[config.mk]
export PLATFORM = sky130hd
export DESIGN_NAME = serial_adder
export DESIGN_NICKNAME = d
export VERILOG_FILES = /design/src/rtl/arith_pkg.sv /design/src/rtl/full_adder.sv /design/src/rtl/serial_adder.sv
export SDC_FILE = /design/constraint.sdc
export NUM_CORES = 1
export LEC_CHECK = 0
export ABC_AREA = 1
export CORE_ASPECT_RATIO = 1.5
export CORE_MARGIN = 10
export CORE_UTILIZATION = 51
export CTS_CLUSTER_SIZE = 8
export DETAILED_ROUTE_END_ITERATION = 16
export PLACE_DENSITY = 0.78
export SYNTH_ARGS = -nofsm -noshare
export SYNTH_HDL_FRONTEND = slang
export SYNTH_SLANG_ARGS = --single-unit
export TNS_END_PERCENT = 20
[constraint.sdc]
create_clock -name clk -period 1.85 [get_ports clk]
set_clock_uncertainty 0.2 [all_clocks]
set_input_delay 0.37 -clock clk [delete_from_list [all_inputs] [get_ports clk]]
set_output_delay 0.37 -clock clk [all_outputs]
set_load 0.1 [all_outputs]
[src/rtl/arith_pkg.sv]
// Shared types and helpers for the bit-serial arithmetic blocks.
// Holds the FSM state encoding and the counter-width helper.
package arith_pkg;

    typedef enum logic [1:0] {
        IDLE,
        RUN,
        DONE
    } state_e;

    // Width of a counter that can hold the values 0..w.
    function automatic int unsigned cnt_w(input int unsigned w);
        return $clog2(w + 1);
    endfunction

endpackage

[src/rtl/full_adder.sv]
// One-bit full-adder cell, purely combinational.
// Shared building block for the serial adder datapath.
module full_adder (
    input  logic a,
    input  logic b,
    input  logic cin,
    output logic s,
    output logic cout
);

    assign s    = a ^ b ^ cin;
    assign cout = (a & b) | (a & cin) | (b & cin);

endmodule

[src/rtl/serial_adder.sv]
// Bit-serial W-bit adder/subtractor built around a single full-adder cell.
// Start/busy/done handshake; result, carry-out and signed overflow are held until the next op.
module serial_adder
    import arith_pkg::*;
#(
    parameter int unsigned W = 8
) (
    input  logic         clk,
    input  logic         rst_n,
    input  logic         start,
    input  logic         sub,
    input  logic [W-1:0] a,
    input  logic [W-1:0] b,
    input  logic         cin,
    output logic         busy,
    output logic         done,
    output logic [W-1:0] sum,
    output logic         cout,
    output logic         ovf
);

    localparam int unsigned CW = cnt_w(W);
    localparam logic [CW-1:0] LAST = CW'(W - 1);

    state_e state_q, state_d;

    logic [W-1:0]  opa_q, opb_q, res_q;
    logic          c_q;
    logic [CW-1:0] n_q;
    logic [W-1:0]  sum_q;
    logic          cout_q, ovf_q;

    logic fa_s, fa_c;
    logic accept, last_step;

    full_adder u_fa (
        .a    (opa_q[0]),
        .b    (opb_q[0]),
        .cin  (c_q),
        .s    (fa_s),
        .cout (fa_c)
    );

    assign accept    = (state_q == IDLE) && start;
    assign last_step = (state_q == RUN) && (n_q == LAST);

    always_comb begin
        state_d = state_q;
        unique case (state_q)
            IDLE:    if (start) state_d = RUN;
            RUN:     if (n_q == LAST) state_d = DONE;
            DONE:    state_d = IDLE;
            default: state_d = IDLE;
        endcase
    end

    always_ff @(posedge clk or negedge rst_n) begin
        if (!rst_n) begin
            state_q <= IDLE;
        end else begin
            state_q <= state_d;
        end
    end

    always_ff @(posedge clk or negedge rst_n) begin
        if (!rst_n) begin
            opa_q <= '0;
            opb_q <= '0;
            res_q <= '0;
            c_q   <= 1'b0;
            n_q   <= '0;
        end else if (accept) begin
            // Subtraction is a + ~b + 1: invert B and force the initial carry.
            opa_q <= a;
            opb_q <= sub ? ~b : b;
            c_q   <= sub ? 1'b1 : cin;
            n_q   <= '0;
            res_q <= '0;
        end else if (state_q == RUN) begin
            opa_q <= opa_q >> 1;
            opb_q <= opb_q >> 1;
            c_q   <= fa_c;
            res_q <= {fa_s, res_q[W-1:1]};
            n_q   <= n_q + CW'(1);
        end
    end

    always_ff @(posedge clk or negedge rst_n) begin
        if (!rst_n) begin
            sum_q  <= '0;
            cout_q <= 1'b0;
            ovf_q  <= 1'b0;
        end else if (last_step) begin
            // On the MSB step c_q is the carry into the MSB, fa_c the carry out of it.
            sum_q  <= {fa_s, res_q[W-1:1]};
            cout_q <= fa_c;
            ovf_q  <= c_q ^ fa_c;
        end
    end

    assign busy = (state_q == RUN);
    assign done = (state_q == DONE);
    assign sum  = sum_q;
    assign cout = cout_q;
    assign ovf  = ovf_q;

endmodule

# Word-level counts from Yosys, hierarchy flattened
# Index checks and enable logic that the tools add are counted.
[classes]
addsub = 1
n_eq_ne = 5
muxes = 15
n_bitwise = 9
n_reduce_logical = 5
[ops]
columns = ["operator", "count"]
rows = [
  ["$mux W8", 7],
  ["$mux W4", 2],
  ["$not A8 Y8", 1],
  ["$add A4 B1 Y4 const B", 1],
  ["$eq A4 B3 Y1 const B", 1],
  ["$mux W2", 2],
  ["$pmux W2 S2", 1],
  ["$and A1 B1 Y1", 3],
  ["$mux W1", 3],
  ["$xor A1 B1 Y1", 3],
  ["$eq A2 B1 Y1 const B", 1],
  ["$eq A2 B2 Y1 const B", 1],
  ["$logic_and A1 B1 Y1", 2],
  ["$logic_not A2 Y1", 1],
  ["$ne A2 B1 Y1 const B", 1],
  ["$ne A2 B2 Y1 const B", 1],
  ["$or A1 B1 Y1", 2],
  ["$reduce_and A2 Y1", 1],
  ["$reduce_bool A2 Y1", 1],
]
[word_totals]
regBits = 41
input_bits = 21
out_inout_bits = 12
elab_cells = 44

# Logic depth before layout (Yosys ltp)
# Gate-level depths: netlist of run 1.
[depth]
depth_word = 5
mapped_depth = 7

# Modules after synthesis
# Synthesis of run 1 repeated with hierarchy kept, for this count alone.
[unflattened]
cells_unflattened = 251
area_unflattened_um2 = 1929.4
[by_module_without_submodules]
columns = ["module", "instances", "cells_per_inst", "area_each_um2", "seq_area_each_um2"]
rows = [
  ["serial_adder", 1, 250, 1909.3, 1001.0],
  ["full_adder", 1, 1, 20.0, 0.0],
]

# Least setup slack after synthesis of run 1
# OpenSTA, ideal clock, no wires.
[synth_timing]
path_kind = "reg-to-output"
startpoint = "register state_q[0]"
endpoint = "output done"
arrival_time_ps = 1668
required_ps = 1280
path_slack_ps = -388
stages_incl_launch_ff = 2
n_path_buf = 0
path_cell_list = "dfrtp_1 nor2_1"
[synth_via]
elab_chain_cells = 1
[synth_lines]
columns = ["element", "line", "source"]
rows = [
  ["start, declared", "serial_adder.sv:25", "state_e state_q, state_d;"],
  ["start signal, assigned", "serial_adder.sv:61", "state_q <= state_d;"],
  ["$eq A2 B2 Y1", "serial_adder.sv:102", "assign done = (state_q == DONE);"],
  ["end, declared", "serial_adder.sv:16", "output logic done,"],
]
# Every way passes these cells.

# Worst setup path in the final report of run 1
[layout_timing]
startpoint = "register state_q[0]"
endpoint = "output busy"
[layout_via]
elab_chain_cells = 1
[layout_lines]
columns = ["element", "line", "source"]
rows = [
  ["$eq A2 B1 Y1", "serial_adder.sv:101", "assign busy = (state_q == RUN);"],
  ["end, declared", "serial_adder.sv:15", "output logic busy,"],
]
# Every way passes these cells.

==> flow_summary_export.csv, run 1 <==
group,metric,value,unit
outcome,status,"complete, no violations",
synth,synthMuxAreaShare,0,%
synth,netlist_top_cells_area,"dfrtp_1 (55%), nand2_1 (18%), nand3_1 (4.4%), o21ai_2 (4.3%), inv_1 (4.1%)",
place,placed_cell_area,2341,sq um
synth,postSynthAreaPerCell,8.570,sq um
timing,fmax,569.4,MHz
critical_path,critical_path.endpoint_type,"output pin",
floorplanning,rows,26,
clocking,cts_root_buffer,"clkbuf_8",
synth,synth_xor_area_share,2.410,%
worst_hold_path,whs_endpoint,"opa_q[7]$_DFFE_PN0P_",
timing,fin_crit,1.756,ns
critical_path,critical_path_arrival,1.19,ns
critical_path,crit-reg2reg-launch,"n_q[0]$_DFFE_PN0P_",
layout,multi_input_area,683.2,sq um
layout,drive_above_1_share,17.46,%
layout,num-nets-final,275,
synth,ys_ff_latch,40,
critical_path,start_kind,"register",
clocking,cts.sinks,40,
critical_path,r2r_cells,7,
global_route,grt_overflow_total,0,
power_and_ir_drop,p_per_area,1851,nW/um^2
worst_hold_path,holdCritStartpoint,"opa_q[7]$_DFFE_PN0P_",
drt,antenna_left,0,
drt,wl,3.628,mm
floorplanning,core_area,3416,sq um
floorplanning,die-area,6399,sq um
global_route,grt.total_usage,12.65,%
synth,yosys.area_share.simple,24.66,%
clocking,numCtsBuffers,5,
synth,synth_compound_area_share,8.471,%
layout,finish.instance_area,2431,sq um
synth,yosysWarnings,0,
critical_path,critPathMaxFanout,6,
global_route,grt_pass1_wl,6.417,mm
place,dp_cells,286,
layout,num-fill-cells,248,
power_and_ir_drop,p_leak,1.214,nW
global_route,grt_max_degree,22,
clocking,h-tree-depth,2,
critical_path,rrSetupSlack,0.31,ns
drt,via_per_inst,4.874,
drt,first_iter_violations,68,
timing,max_slew_margin,77.20,%
critical_path,cp.required,1.28,ns
floorplanning,initial_core_util,53.19,%
synth,synth_top_cell_by_area,"dfrtp_1",
synth,synth_top_area_share,55.10,%
timing,finalHoldViolations,0,
drt,first_pass_iters,4,
place,place_hpwl,2.837,mm
synth,synth.distinct_cells,20,
clocking,clock_latency,0.28,ns
floorplanning,num_io_pins,33,
synth,synth_top_family_by_area,"simple AND/OR/NAND/NOR gates",
worst_hold_path,min_delay_path_depth,2,
critical_path,path_class,"register to output pin",
synth,yosysSeqAreaShare,55.10,%
synth,postSynthCellCount,212,
synth,synth_adder_area_share,1.791,%
timing,rsz0062_at_grt,"no",
drt,vias,1433,
worst_hold_path,hold_class,"register to register",
power_and_ir_drop,ir_worst_vdd,1.858,mV
drt,detail_route.wl_per_cell,12.34,um
layout,area_growth,33.82,%
timing,maxSlewViolCount,0,
place,place_congestion,0.7985,
synth,syn-num-nets,235,
synth,netlist_area,1817,sq um
layout,post_layout_nonfiller_instances,294,
layout,regArea,1001,sq um
clocking,cts.clk_slew.worst_paths,0.07,ns
timing,setup_violations,0,
critical_path,worstReg2RegEnd,"cout$_DFFE_PN0P_",
place,place.port_buffers,32,
layout,insertedDiodeCount,0,
timing,fin_crit_sh,94.93,%
drt,drcViolationCount,0,
clocking,cts_tree,"built",
floorplanning,die_w,68.73,um
floorplanning,dieHeight,93.10,um
clocking,clockBufferDepth,2,
global_route,grt_pass1_vias,1433,
timing,setup_tns,0,ns
clocking,post-cts-setup-buffers,0,
global_route,antenna_found_initial,0,
timing,max_slew.worst_pin.slew,0.3420,ns
run,maxCapViolCount,0,
-- logic make-up (layout without fill, tap and decap cells) --
logic type / Yosys count / count (layout)
AND/OR/NAND/NOR: 112 / 112
flip-flops: 40 / 40
buffers and inverters: 31 / 71
AO/OA/AOI/OAI: 22 / 22
XOR/XNOR: 5 / 5
adder cells (fa/ha/maj): 2 / 2
-- cell usage after synthesis (all sizes together) --
cell type  instances
nor2               8
xor2               3
a21oi              1
nand2             88
o21ai             13
buf                8
o22ai              8
fa                 1
dfrtp             40
xnor2              2
inv               23
ha                 1
nand3             16
-- metrics by stage --
| step | util, % | worst slack, ns | power (W) | hold WS, ns |
|---|---|---|---|---|
| global placement | 68.53 | 0.09741 | 0.003945 | 0.08749 |
| global route | 71.17 | 0.01646 | 0.004809 | 0.3236 |
| detailed placement | 68.53 | 0.07868 | 0.004007 | 0.08774 |
| floorplan | - | 0.06611 | 0.003139 | -0.1256 |
| finish | 71.17 | 0.09379 | 0.004499 | 0.2767 |
| CTS | 71.10 | 0.001800 | 0.004543 | 0.2794 |
-- where the power goes --
group	internal (W)	total (W)	switching, W
Clock	0.000256	0.000529	0.000273
Combinational	0.000894	0.00245	0.00155
Sequential	0.00125	0.00152	0.000268
Total	0.00240	0.00450	0.00209
-- per-layer routing --
layer	track usage, %	wire [um]	vias up
met5	0	0	-
met4	4.950	57	0
met3	3.704	228	6
met2	20.83	1775	38
met1	14.79	1567	656
li1	-	-	733
-- worst max-delay path by stage --
| stage | startpoint | to | slack [ns] | depth (start not counted) |
|---|---|---|---|---|
| 2_1_floorplan | state_q[0]$_DFFE_PN0P_ | done | 0.07 | 1 |
| 3_3_place_gp | start | opb_q[4]$_DFFE_PN0P_ | 0.1 | 6 |
| 3_5_place_dp | start | opa_q[0]$_DFFE_PN0P_ | 0.08 | 6 |
| 4_1_cts | state_q[0]$_DFFE_PN0P_ | busy | 0.002 | 3 |
| 5_1_grt | state_q[0]$_DFFE_PN0P_ | busy | 0.02 | 3 |
| 6_report | state_q[0]$_DFFE_PN0P_ | busy | 0.09 | 3 |
-- sequential cells by signal, indices dropped and copies added (netlist names) --
register / count
c_q: 1
cout: 1
n_q: 4
opa_q: 8
opb_q: 8
ovf: 1
res_q: 7
state_q: 2
sum: 8
-- worst max-delay path, cell delays in order, from the launching register on --
cell	delay, ns
dfrtp_1	0.44
nand2_2	0.15
inv_2	0.13
buf_12	0.18
-- placed cells by master (no fill, tap or decap) --
master            n
a21oi_1           1
buf_12           14
buf_2             1
buf_4             6
clkbuf_1          1
clkbuf_8          5
clkdlybuf4s50_1  19
clkinv_2          1
dfrtp_1          40
dlygate4sd3_1     1
fa_1              1
ha_1              1
inv_1            20
inv_2             3
nand2_1          85
nand2_2           3
nand3_1          16
nor2_1            6
nor2_2            2
o21ai_0           3
o21ai_1           1
o21ai_2           9
o22ai_1           8
xnor2_1           2
xor2_1            3
-- layout make-up --
type | count | area share [%]
Tap cell | 42 | 2.162
Clock buffer | 6 | 2.985
Clock inverter | 1 | 0.2059
Multi-Input combinational cell | 141 | 28.10
Timing Repair Buffer | 41 | 21.82
Inverter | 23 | 3.551
Sequential cell | 40 | 41.17
-- repair_timing --
action	4_1_cts	5_1_grt
hold buffers	1	0
hold endpoints to repair	12	0
endpoints found under the setup margin	0	1
gates resized for setup	0	1
No activity file was read; power rests on OpenSTA's default activity.
==> run 2, diff against run 1 <==
Settings changed: CTS_CLUSTER_SIZE 8 to 40.
==> results of run 2 <==
The final DEF is identical to that of run 1; final timing and power are the same.
